### src/rtl/display_pkg.sv
// rtl/display_pkg.sv - shared addresses, character codes, entry and drain-state types for the display queue
package display_pkg;

  localparam logic [15:0] DEF_DSR_ADDR = 16'hFE04;
  localparam logic [15:0] DEF_DDR_ADDR = 16'hFE06;
  localparam logic [15:0] DEF_DCR_ADDR = 16'hFE08;

  localparam logic [7:0] CHAR_BS = 8'h08;
  localparam logic [7:0] CHAR_LF = 8'h0A;
  localparam logic [7:0] CHAR_CR = 8'h0D;

  typedef struct packed {
    logic        IsAddr;
    logic [11:0] Payload;
  } tx_entry_t;

  typedef enum logic [1:0] {IDLE, GAP1, GAP2} drain_state_t;

endpackage

### src/rtl/sync_fifo.sv
// rtl/sync_fifo.sv - show-ahead synchronous FIFO with full/empty flags
module sync_fifo #(
  parameter int WIDTH = 13,
  parameter int DEPTH = 16
) (
  input  logic             Clk,
  input  logic             Reset_N,
  input  logic             WrEn,
  input  logic [WIDTH-1:0] WrData,
  input  logic             RdEn,
  output logic [WIDTH-1:0] RdData,
  output logic             Full,
  output logic             Empty
);

  localparam int AW = $clog2(DEPTH);

  logic [WIDTH-1:0] mem [DEPTH];
  logic [AW-1:0]    wrPtr;
  logic [AW-1:0]    rdPtr;
  logic [AW:0]      count;
  logic             push;
  logic             pop;

  assign Full   = (count == (AW+1)'(DEPTH));
  assign Empty  = (count == '0);
  assign push   = WrEn && !Full;
  assign pop    = RdEn && !Empty;
  assign RdData = mem[rdPtr];

  // Pointers wrap naturally because DEPTH is a power of two.
  always_ff @(posedge Clk or negedge Reset_N) begin
    if (!Reset_N) begin
      wrPtr <= '0;
      rdPtr <= '0;
      count <= '0;
    end else begin
      if (push) wrPtr <= wrPtr + 1'b1;
      if (pop)  rdPtr <= rdPtr + 1'b1;
      case ({push, pop})
        2'b10:   count <= count + 1'b1;
        2'b01:   count <= count - 1'b1;
        default: count <= count;
      endcase
    end
  end

  always_ff @(posedge Clk) begin
    if (push) mem[wrPtr] <= WrData;
  end

endmodule

### src/rtl/display_tx_queue.sv
// rtl/display_tx_queue.sv - DSR/DDR/DCR console port draining a command FIFO into the display driver (option: DISPLAY_TX_CR_FILTER_EN)
module display_tx_queue
  import display_pkg::*;
#(
  parameter int          DEPTH    = 16,
  parameter logic [15:0] DSR_ADDR = DEF_DSR_ADDR,
  parameter logic [15:0] DDR_ADDR = DEF_DDR_ADDR,
  parameter logic [15:0] DCR_ADDR = DEF_DCR_ADDR
) (
  input  logic        Clk,
  input  logic        Reset_N,
  input  logic [15:0] BusAddr,
  input  logic [15:0] BusDataIn,
  input  logic        BusWE,
  output logic [15:0] BusDataOut,
  output logic        Irq,
  input  logic        Ready,
  output logic        CharWE,
  output logic [7:0]  CharIn,
  output logic        AddressWE,
  output logic [11:0] AddressIn
);

  logic         ie;
  logic         ovf;
  logic [7:0]   lastChar;
  logic [11:0]  lastAddr;
  logic         fifoFull;
  logic         fifoEmpty;
  logic         pushReq;
  logic         popReq;
  logic         crDrop;
  logic         dsrWr;
  logic         ddrWr;
  logic         dcrWr;
  logic         unusedBus;
  tx_entry_t    pushEntry;
  tx_entry_t    head;
  drain_state_t state;
  drain_state_t nextState;

  assign dsrWr     = BusWE && (BusAddr == DSR_ADDR);
  assign ddrWr     = BusWE && (BusAddr == DDR_ADDR);
  assign dcrWr     = BusWE && (BusAddr == DCR_ADDR);
  assign unusedBus = ^{BusDataIn[15], BusDataIn[12]};

`ifdef DISPLAY_TX_CR_FILTER_EN
  assign crDrop = ddrWr && (BusDataIn[7:0] == CHAR_CR);
`else
  assign crDrop = 1'b0;
`endif

  assign pushReq   = (ddrWr && !crDrop) || dcrWr;
  assign pushEntry = dcrWr ? tx_entry_t'{IsAddr: 1'b1, Payload: BusDataIn[11:0]}
                           : tx_entry_t'{IsAddr: 1'b0, Payload: {4'h0, BusDataIn[7:0]}};

  sync_fifo #(
    .WIDTH ($bits(tx_entry_t)),
    .DEPTH (DEPTH)
  ) u_fifo (
    .Clk     (Clk),
    .Reset_N (Reset_N),
    .WrEn    (pushReq),
    .WrData  (pushEntry),
    .RdEn    (popReq),
    .RdData  (head),
    .Full    (fifoFull),
    .Empty   (fifoEmpty)
  );

  always_ff @(posedge Clk or negedge Reset_N) begin
    if (!Reset_N) begin
      ie       <= 1'b0;
      ovf      <= 1'b0;
      lastChar <= '0;
      lastAddr <= '0;
    end else begin
      if (dsrWr) begin
        ie <= BusDataIn[14];
        if (BusDataIn[13]) ovf <= 1'b0;
      end
      // Full is judged before this edge's pop, so a simultaneous drain never saves the write.
      if (pushReq && fifoFull) ovf <= 1'b1;
      if (ddrWr && !crDrop && !fifoFull) lastChar <= BusDataIn[7:0];
      if (dcrWr && !fifoFull) lastAddr <= BusDataIn[11:0];
    end
  end

  always_comb begin
    BusDataOut = 16'h0000;
    if (BusAddr == DSR_ADDR)
      BusDataOut = {!fifoFull, ie, ovf, fifoEmpty && (state == IDLE), 12'h000};
    else if (BusAddr == DDR_ADDR)
      BusDataOut = {8'h00, lastChar};
    else if (BusAddr == DCR_ADDR)
      BusDataOut = {4'h0, lastAddr};
  end

  assign Irq = ie && !fifoFull;

  always_ff @(posedge Clk or negedge Reset_N) begin
    if (!Reset_N) state <= IDLE;
    else          state <= nextState;
  end

  // Two gap cycles let the driver drop Ready before it is sampled again.
  always_comb begin
    nextState = state;
    popReq    = 1'b0;
    CharWE    = 1'b0;
    CharIn    = '0;
    AddressWE = 1'b0;
    AddressIn = '0;
    case (state)
      IDLE: begin
        if (!fifoEmpty && Ready) begin
          popReq    = 1'b1;
          nextState = GAP1;
          if (head.IsAddr) begin
            AddressWE = 1'b1;
            AddressIn = head.Payload;
          end else begin
            CharWE = 1'b1;
            CharIn = head.Payload[7:0];
          end
        end
      end
      GAP1:    nextState = GAP2;
      GAP2:    nextState = IDLE;
      default: nextState = IDLE;
    endcase
  end

endmodule
### config.mk
export PLATFORM = sky130hd
export DESIGN_NAME = display_tx_queue
export DESIGN_NICKNAME = d
export VERILOG_FILES = /design/src/rtl/display_pkg.sv /design/src/rtl/sync_fifo.sv /design/src/rtl/display_tx_queue.sv
export SDC_FILE = /design/constraint.sdc
export NUM_CORES = 1
export LEC_CHECK = 0
export ABC_AREA = 0
export CORE_ASPECT_RATIO = 1.4
export CORE_MARGIN = 4
export CORE_UTILIZATION = 60
export CTS_BUF_LIST = sky130_fd_sc_hd__clkbuf_4 sky130_fd_sc_hd__clkbuf_8
export DETAILED_ROUTE_END_ITERATION = 16
export DONT_BUFFER_PORTS = 1
export GPL_ROUTABILITY_DRIVEN = 0
export PLACE_DENSITY = 0.77
export SYNTH_ARGS = -nofsm -noshare
export SYNTH_HDL_FRONTEND = slang
export SYNTH_SLANG_ARGS = --single-unit
export TNS_END_PERCENT = 1
### constraint.sdc
create_clock -name Clk -period 3.4 [get_ports Clk]
set_input_delay 0.68 -clock Clk [delete_from_list [all_inputs] [get_ports Clk]]
set_output_delay 0.68 -clock Clk [all_outputs]
set_load 0.02 [all_outputs]
==> metrics.md, run 1 <==
| Metric | Value |
|---|---|
| Hold Vio Cnt, Final | 0 |
| Power density cells | 703.0 mW/mm^2 |
| Reg2Reg Setup Slack | 0.41 ns |
| WP buf/inv | 4 |
| Root buffer cell | clkbuf_8 |
| Core area | 0.01638 mm^2 |
| Synthesized flop and latch total | 245 |
| Largest net degree at the start of global routing | 38 |
| Fraction of layout cells with a size suffix above 1 | 36.63% |
| Yosys cell types | 46 |
| Slew Limit Fails | 0 |
| Clock sinks | 245 |
| Site Rows | 55 |
| Via count | 5,129 |
| CP cell instances | buf_12 > buf_6 > mux4_2 > mux2_2 > o21ai_2 > buf_4 > nor2_1 > buf_4 |
| Area growth, synth to finish | 13.29% |
| CP Max Fanout | 9 |
| Slew HR | 60.11% |
| Ys flop type | edfxtp_1 |
| Cells after Synth | 512 |
| # DRC | 0 |
| Peak supply drop | 552.8 uV |
| Syn avg cell area | 19.75 um^2 |
| Max-cap violations | 0 |
| Fin crit share | 97.85% |
| Top Ports | 75 |
| Status | finished, final reports clean |
| Startpoint type of the worst setup path | register |
| Switching Fraction | 27.95% |
| Fin cells | 805 |
| Syn_nets | 556 |
| CP endpoint kind | primary output |
| Total global-route track usage | 23.18% |
| Post-synth top area share | 61.78% |
| Tightest Hold Check Type | input pin to register |
| Diodes inserted | 0 |
| Post-synth EDFFs | 208 |
| Nets | 626 |
| Slowest stage cell, crit path | mux4_2 |
| WHS | 0.2635 ns |
| Critical path class | register to primary output |
| Crit-path most repeated cell | buf_4 |
| Asr flop ratio synth | 15.10% |
| CTS tree | built |
| Final setup vio count | 0 |
| Clock Skew | 0.02568 ns |
| Register area share after synthesis | 70.94% |
| Logic pwr share | 28.9% |
| Initial core utilization | 61.73% |
| Initial DRC Count | 366 |
| Drt total wl | 21.02 mm |
| Initial antenna violation count | 0 |
| Die Width | 117.7 um |
| CTS H-tree lvls | 2 |
| Drt via density | 6.371 |
| DRT antenna net count | 0 |
| PortBufs | 0 |
| DR WL/cell | 26.12 um |
| PnR Total Power | 8.052 mW |
| Sequential share of power | 42.7% |
| CP max stage delay | 0.52 ns |
| Ys Warns | 0 |
| Clk slew on worst S/H paths | 0.07 ns |
| Setup TNS | 0 ns |
| Data required, critical path | 2.72 ns |
| Crit path DAT | 2.65 ns |
| Mapped Area | 0.01011 mm^2 |
| Tmin final | 3.327 ns |
| Overflow after GRT | 0 |
| FMAX | 0.3006 GHz |
| Global-route wire length before repair | 33.08 mm |
| Iteration count of the initial detailed-routing pass | 4 |
| Psw | 2.250 mW |
| CTS buffer count | 36 |
| Cell family with most CP delay | multiplexers |
| Internal power | 5.801 mW |
| Vias in the first global route | 5,587 |
| Slew at the pin closest to its max-slew limit | 0.5962 ns |
| Leak Pwr | 4.030 nW |
| Area leader, netlist | edfxtp_1 |
| Die area | 0.01902 mm^2 |
| Top post-synthesis cells by area | edfxtp_1 (62%), mux4_2 (14%), dfrtp_1 (9.2%), mux2_4 (2.4%), mux2_2 (1.0%) |
| Maximum root-to-sink buffer count | 3 |
| Post-DP HPWL | 13.52 mm |
| RSZ-0062 raised after global routing | no |
| Placed Cells | 737 |
| Clock network power share | 28.4% |
| Worst-Skew Late Latency | 0.51 ns |
| Die height | 161.6 um |
[path summary, 6_finish.rpt]
kind                                      start          endpoint  depth (start not counted)
worst max-delay path            u_fifo.rdPtr[0]         CharIn[5]                          8
worst min-delay path               BusDataIn[0]  u_fifo.mem[4][0]                          0
worst max register to register  u_fifo.count[1]   u_fifo.count[4]                         11
worst min register to register         state[1]          state[1]                          1
max in group asynchronous               Reset_N       lastAddr[2]                          2
min in group asynchronous               Reset_N   u_fifo.count[0]                          2
[routing by layer]
layer / share of wire (%) / global-route usage (%) / vias to the layer above
met1: 38 / 29.22 / 2678
li1: - / - / 2197
met3: 6.0 / 4.133 / 39
met5: 0 / 0 / -
met4: 2.7 / 8.160 / 0
met2: 53 / 40.85 / 215
[synthesized netlist by cell type (2+ instances only)]
cell,number
a21oi_1,2
a22o_1,9
and2_1,9
and3_1,13
and4_1,2
buf_1,3
buf_4,4
buf_6,6
clkbuf_1,9
clkbuf_2,3
dfrtp_1,37
edfxtp_1,208
ha_1,8
inv_1,6
mux2_2,9
mux2_4,16
mux2i_1,4
mux4_2,63
nand2_1,12
nand2b_1,3
nand3_1,3
nand3b_1,2
nand4_1,4
nor2_1,25
nor2b_1,12
nor3_1,5
nor4_1,3
o21ai_0,3
xnor2_1,5
xor2_1,8
[sequential cells by signal, summed over array words and instances, names as in the netlist]
signal        cells
u_fifo.mem      208
lastAddr         12
lastChar          8
u_fifo.count      5
u_fifo.rdPtr      4
u_fifo.wrPtr      4
state             2
ie                1
ovf               1
[cell type report]
type,count,area [um^2]
Sequential cell,245,7177
Fill cell,1009,4925
Multi-Input combinational cell,235,2785
Clock buffer,57,671.9
Timing Repair Buffer,58,523.0
Tap cell,199,249.0
Clock inverter,5,25.02
Inverter,6,22.52
[power by group through the flow]
stage / combinational [mW] / clock, mW / sequential, mW
finish: 2.33 / 2.29 / 3.43
global placement: 2.11 / 0 / 3.50
CTS: 2.36 / 2.31 / 3.42
detailed placement: 2.17 / 0 / 3.50
floorplan: 1.75 / 0 / 3.41
global route: 2.50 / 2.47 / 3.44
[stage by stage]
stage / util (%) / worst slack (ns) / area [um^2]
floorplan: - / 0.1986 / 10110
global placement: 64.87 / 0.3087 / 10620
detailed placement: 64.87 / 0.1625 / 10620
CTS: 69.82 / 0.01150 / 11440
global route: 69.93 / 0.006298 / 11450
finish: 69.93 / 0.07314 / 11450
[placed cells by master (no fill, tap or decap), types with 3 or more instances in the layout]
| master | n |
|---|---|
| buf_4 | 49 |
| nor2_1 | 25 |
| nor3_2 | 4 |
| xnor2_1 | 5 |
| and2_1 | 9 |
| edfxtp_1 | 208 |
| a22o_1 | 9 |
| ha_1 | 8 |
| dfrtp_1 | 35 |
| buf_6 | 4 |
| clkbuf_8 | 39 |
| nor2b_1 | 12 |
| xor2_1 | 8 |
| mux2_4 | 16 |
| clkbuf_4 | 18 |
| nand3_1 | 3 |
| inv_1 | 6 |
| nand4_1 | 4 |
| nand2_1 | 12 |
| mux2_2 | 9 |
| and3_1 | 13 |
| mux4_2 | 63 |
| mux2i_1 | 4 |
[cells by family (layout without fill, tap and decap cells)]
group / Yosys count / count (layout) / share of synthesized area, %
buffers and inverters: 32 / 126 / 1.832
AO/OA/AOI/OAI: 22 / 22 / 1.758
adder cells (fa/ha/maj): 8 / 8 / 0.9901
flip-flops: 245 / 245 / 70.94
XOR/XNOR: 13 / 13 / 1.126
AND/OR/NAND/NOR: 100 / 100 / 5.544
multiplexers: 92 / 92 / 17.81
[timing repair]
item                                    in CTS  in global routing
setup buffers                                3                  0
hold buffers                                 2                  0
gates cloned                                 1                  0
hold endpoints to repair                    37                  0
endpoints found under the setup margin      12                  5
resized for setup                            5                  4
Note: power is estimated with default switching activity, not from simulation.
==> run 2: changes to the inputs <==
--- a/config.mk
+++ b/config.mk
@@ -13,7 +13,7 @@
 export DETAILED_ROUTE_END_ITERATION = 16
 export DONT_BUFFER_PORTS = 1
 export GPL_ROUTABILITY_DRIVEN = 0
-export PLACE_DENSITY = 0.77
+export PLACE_DENSITY = 0.75
 export SYNTH_ARGS = -nofsm -noshare
 export SYNTH_HDL_FRONTEND = slang
 export SYNTH_SLANG_ARGS = --single-unit
==> run 2 against run 1 <==
Register-to-register slack got worse by 0.06 ns. Utilization fell by 0.61 points. Sequential power barely moved. Critical path type unchanged.
==> metrics.md, run 2 (synthesis gave the netlist of run 1 again) <==
| Metric | Value |
|---|---|
| Core area | 0.01638 mm^2 |
| Data required, critical path | 2.72 ns |
| Vias in the first global route | 5,523 |
| Largest register FFs | 208 |
| Leak Pwr | 3.975 nW |
| Max-cap violations | 0 |
| WHS | 0.01793 ns |
| Biggest regs | u_fifo.mem: 208 flops, lastAddr: 12 flops, lastChar: 8 flops |
| Power density cells | 685.5 mW/mm^2 |
| Die area | 0.01902 mm^2 |
| Crit path DAT | 2.64 ns |
| Startpoint type of the worst setup path | register |
| Global-route wire length before repair | 31.48 mm |
| Peak supply drop | 532.1 uV |
| Fin cells | 800 |
| Fin crit share | 97.57% |
| Initial antenna violation count | 0 |
| Drt via density | 6.334 |
| Tmin final | 3.317 ns |
| Reg2reg end | u_fifo.count[4] |
| Clk slew on worst S/H paths | 0.07 ns |
| Via count | 5,067 |
| Critical path launch point | u_fifo.rdPtr[0] |
| Slew at the pin closest to its max-slew limit | 0.7371 ns |
| Die Width | 117.7 um |
| Initial DRC Count | 382 |
| Slew Limit Fails | 0 |
| Placed Cells | 735 |
| Hold Vio Cnt, Final | 0 |
| Fillers | 1,036 |
| CTS tree | built |
| Top Ports | 75 |
| Total global-route track usage | 22.18% |
| Fraction of layout cells with a size suffix above 1 | 34.94% |
| Final setup vio count | 0 |
| Clock sinks | 245 |
| Most frequent cells in the layout | edfxtp_1 (208), mux4_2 (63), buf_4 (50) |
| Worst-Skew Late Latency | 0.50 ns |
| Iteration count of the initial detailed-routing pass | 5 |
| DR WL/cell | 25.81 um |
| Worst r2r src | u_fifo.count[0] |
| FMAX | 0.3014 GHz |
| Area growth, synth to finish | 12.30% |
| Initial core utilization | 61.73% |
| CTS buffer count | 35 |
| Reg2Reg Setup Slack | 0.35 ns |
| Commonest non-fill, non-tap cell in the layout | edfxtp_1 |
| Maximum root-to-sink buffer count | 3 |
| Post-DP HPWL | 13.30 mm |
| Slew HR | 50.68% |
| # DRC | 0 |
| Nets | 622 |
| Overflow after GRT | 0 |
| Die height | 161.6 um |
| CP endpoint kind | primary output |
| CTS H-tree lvls | 2 |
| Tightest Hold Check Type | input pin to asynchronous set/reset pin |
| Critical path class | register to primary output |
| Crit path to | CharIn[0] |
| Register with the most flip-flops | u_fifo.mem |
| RSZ-0062 raised after global routing | no |
| Root buffer cell | clkbuf_8 |
| Diodes inserted | 0 |
| CP Max Fanout | 13 |
| Status | finished, final reports clean |
| Clock Skew | 0.01188 ns |
| Worst R2R Path Depth | 11 |
| Site Rows | 55 |
| DRT antenna net count | 0 |
| PortBufs | 0 |
| Largest net degree at the start of global routing | 38 |
| Drt total wl | 20.65 mm |
[run 2: power by group]
part	internal, mW	switching [mW]	total (mW)
clock	1.10	0.997	2.10
combinational	1.19	1.07	2.26
sequential	3.32	0.103	3.42
total	5.61	2.17	7.78
[run 2: cell type report]
type | instances | area [um^2] | share of cell area, %
clock inverter | 13 | 56.30 | 0.4959
sequential | 245 | 7177 | 63.21
tap | 199 | 249.0 | 2.193
inverter | 6 | 22.52 | 0.1984
timing repair buffer | 55 | 488.0 | 4.298
clock buffer | 47 | 578.1 | 5.091
multi-input combinational | 235 | 2783 | 24.51
[run 2: critical path, stage by stage (launching register included)]
cell	delay [ns]
dfrtp_4	0.49
buf_4	0.16
clkbuf_16	0.19
mux4_2	0.52
mux4_2	0.49
nor2b_1	0.15
buf_4	0.16
[run 2: per-layer routing]
layer / vias up / track usage [%] / share of wire (%)
li1: 2194 / - / -
met1: 2626 / 27.09 / 36
met2: 202 / 39.86 / 55
met3: 45 / 4.028 / 6.2
met4: 0 / 8.000 / 2.7
met5: - / 0 / 0
[run 2: how the worst min path moves through the flow]
stage / start / end / slack, ns / cells past startpoint
final: Reset_N / u_fifo.rdPtr[1] / 0.02 / 1
after global routing: Reset_N / u_fifo.rdPtr[1] / 0.01 / 1
after CTS: Reset_N / u_fifo.rdPtr[1] / 0.01 / 1
after detailed placement: Reset_N / lastAddr[6] / 0.39 / 0
after global placement: Reset_N / lastAddr[6] / 0.39 / 0
after floorplan: Reset_N / ie / 0.38 / 0
[run 2: per-stage QoR]
step	power (mW)	util [%]	setup TNS, ns	cell area (um^2)	worst slack [ns]
2_1_floorplan	5.158	-	0	10110	0.1986
3_3_place_gp	5.611	64.93	0	10630	0.2556
3_5_place_dp	5.656	64.93	0	10630	0.1447
4_1_cts	7.772	69.03	-0.02159	11310	-0.02159
5_1_grt	8.135	69.32	0	11350	0.005234
6_report	7.783	69.32	0	11350	0.08269
[run 2: timing repair]
action	in CTS	in global routing
endpoints found under the setup margin	10	11
hold buffers	1	0
buffers inserted	0	3
endpoints found under the hold margin	37	0
cloned	0	1
pin swaps	0	0
gates resized for setup	4	0
==> run 3: changes to the inputs <==
--- a/config.mk
+++ b/config.mk
@@ -17,4 +17,3 @@
 export SYNTH_ARGS = -nofsm -noshare
 export SYNTH_HDL_FRONTEND = slang
 export SYNTH_SLANG_ARGS = --single-unit
-export TNS_END_PERCENT = 1
==> run 3 against run 2 <==
Worst setup slack gained 0.0088 ns. Final cell count grew 0.25%. Combinational power grew 2%. Clock power is essentially flat. Sequential share of layout area shrank 0.26 points. Highest routed layer unchanged. Wire length is essentially flat. Die area is the same. Register-to-register slack gained 0.06 ns. Non-clock buffer count grew 2. Critical path type unchanged. Clock skew grew 0.0015 ns.
==> metrics.md, run 3 (synthesis gave the netlist of run 1 again) <==
| Metric | Value |
|---|---|
| Status | finished, final reports clean |
| Startpoint type of the worst setup path | register |
| Die height | 161.6 um |
| Diodes inserted | 0 |
| Top Ports | 75 |
| Fillers | 1,035 |
| Worst r2r src | u_fifo.count[0] |
| Die area | 0.01902 mm^2 |
| Root buffer cell | clkbuf_8 |
| Worst-Skew Late Latency | 0.50 ns |
| Area growth, synth to finish | 12.76% |
| Total global-route track usage | 22.42% |
| CTS H-tree lvls | 2 |
| Post-DP HPWL | 13.30 mm |
| Reg2Reg Setup Slack | 0.41 ns |
| Placed Cells | 735 |
| Fin cells | 802 |
| Clock sinks | 245 |
| Cell family with most CP delay | multiplexers |
| Biggest regs | u_fifo.mem: 208 flops, lastAddr: 12 flops, lastChar: 8 flops |
| Hold Vio Cnt, Final | 0 |
| Iteration count of the initial detailed-routing pass | 4 |
| Crit-path most repeated cell | mux4_2 |
| Via count | 5,059 |
| DRT antenna net count | 0 |
| Setup TNS | 0 ns |
| Site Rows | 55 |
| Critical path class | register to primary output |
| Drt total wl | 20.64 mm |
| Slew Limit Fails | 0 |
| Overflow after GRT | 0 |
| Register with the most flip-flops | u_fifo.mem |
| Data required, critical path | 2.72 ns |
| Initial core utilization | 61.73% |
| Max-cap violations | 0 |
| CTS tree | built |
| Maximum root-to-sink buffer count | 3 |
| CP endpoint kind | primary output |
| FMAX | 0.3023 GHz |
| Nets | 624 |
| Vias in the first global route | 5,548 |
| Tightest Hold Check Type | input pin to asynchronous set/reset pin |
| DR WL/cell | 25.73 um |
| Leak Pwr | 3.993 nW |
| Clock Skew | 0.01335 ns |
| Core area | 0.01638 mm^2 |
| Die Width | 117.7 um |
| CP Max Fanout | 17 |
| Power density cells | 687.7 mW/mm^2 |
| Fraction of layout cells with a size suffix above 1 | 35.16% |
| Initial antenna violation count | 0 |
| Clk slew on worst S/H paths | 0.07 ns |
| Peak supply drop | 546.3 uV |
| PnR Total Power | 7.839 mW |
| CP cell instances | buf_12 > mux4_2 > mux4_2 > and3_1 > buf_4 |
| CP max stage delay | 0.52 ns |
| Final setup vio count | 0 |
| CTS buffer count | 35 |
| # DRC | 0 |
| Crit path DAT | 2.63 ns |
| Tmin final | 3.308 ns |
| Drt via density | 6.308 |
| Slew at the pin closest to its max-slew limit | 0.7651 ns |
| Largest register FFs | 208 |
| Initial DRC Count | 379 |
| Largest net degree at the start of global routing | 38 |
| Most frequent cells in the layout | edfxtp_1 (208), mux4_2 (63), buf_4 (50) |
| Fin crit share | 97.31% |
| Slew HR | 48.80% |
| Commonest non-fill, non-tap cell in the layout | edfxtp_1 |
| Critical path launch point | u_fifo.rdPtr[0] |
| PortBufs | 0 |
| Slowest stage cell, crit path | mux4_2 |
| Global-route wire length before repair | 31.75 mm |
| WP buf/inv | 2 |
## run 3: per-stage QoR
step / util, % / hold WS (ns) / setup slack [ns] / area [um^2]
after floorplan: - / 0.3844 / 0.1986 / 10110
after global placement: 64.93 / 0.3855 / 0.2556 / 10630
after detailed placement: 64.93 / 0.3855 / 0.1447 / 10630
after CTS: 69.21 / 0.009822 / 0.01446 / 11340
after global routing: 69.60 / 0.01273 / -0.002243 / 11400
final: 69.60 / 0.01846 / 0.09152 / 11400
## run 3: metal layers
layer,wire length (um),vias up,global-route usage [%]
li1,-,2198,-
met1,7350,2626,26.98
met2,11430,188,40.77
met3,1264,47,4.028
met4,588,0,8.000
met5,0,-,0
## run 3: final timing paths
check / to / cells past startpoint
setup / recovery: AddressIn[7] / 5
hold / removal: u_fifo.rdPtr[1] / 1
setup reg to reg: u_fifo.count[4] / 11
hold reg to reg: state[1] / 1
max in group asynchronous: u_fifo.rdPtr[0] / 1
min in group Clk: u_fifo.mem[2][7] / 0
## run 3: where the power goes
group          switching (mW)  total [mW]  internal [mW]
combinational            1.08        2.31           1.23
sequential              0.114        3.43           3.32
clock                   0.996        2.10           1.10
## run 3: timing repair
| item | 4_1_cts | 5_1_grt |
|---|---|---|
| setup buffers | 0 | 5 |
| endpoints found under the setup margin | 10 | 11 |
| gates cloned | 1 | 0 |
| hold endpoints to repair | 37 | 0 |
| hold buffers | 1 | 0 |
| gates resized for setup | 3 | 2 |
## run 3: worst reg2reg max path, stage by stage (launching register included)
cell and delay [ns]:
dfrtp_1 0.46, nor4_2 0.38, and2_0 0.34, or3_1 0.18
o41a_2 0.17, ha_1 0.26, xor2_1 0.25, ha_1 0.25
nor2_1 0.06, a222oi_1 0.29, nor2_1 0.09, xor2_1 0.15
## run 3: layout make-up
cell class | count | area [um^2] | share of cell area [%]
inverters | 6 | 22.52 | 0.1976
repair buffers | 57 | 530.5 | 4.654
clock buffers | 47 | 578.1 | 5.071
flip-flops and latches | 245 | 7177 | 62.96
multi-input cells | 235 | 2786 | 24.44
well taps | 199 | 249.0 | 2.184
clock inverters | 13 | 56.30 | 0.4939
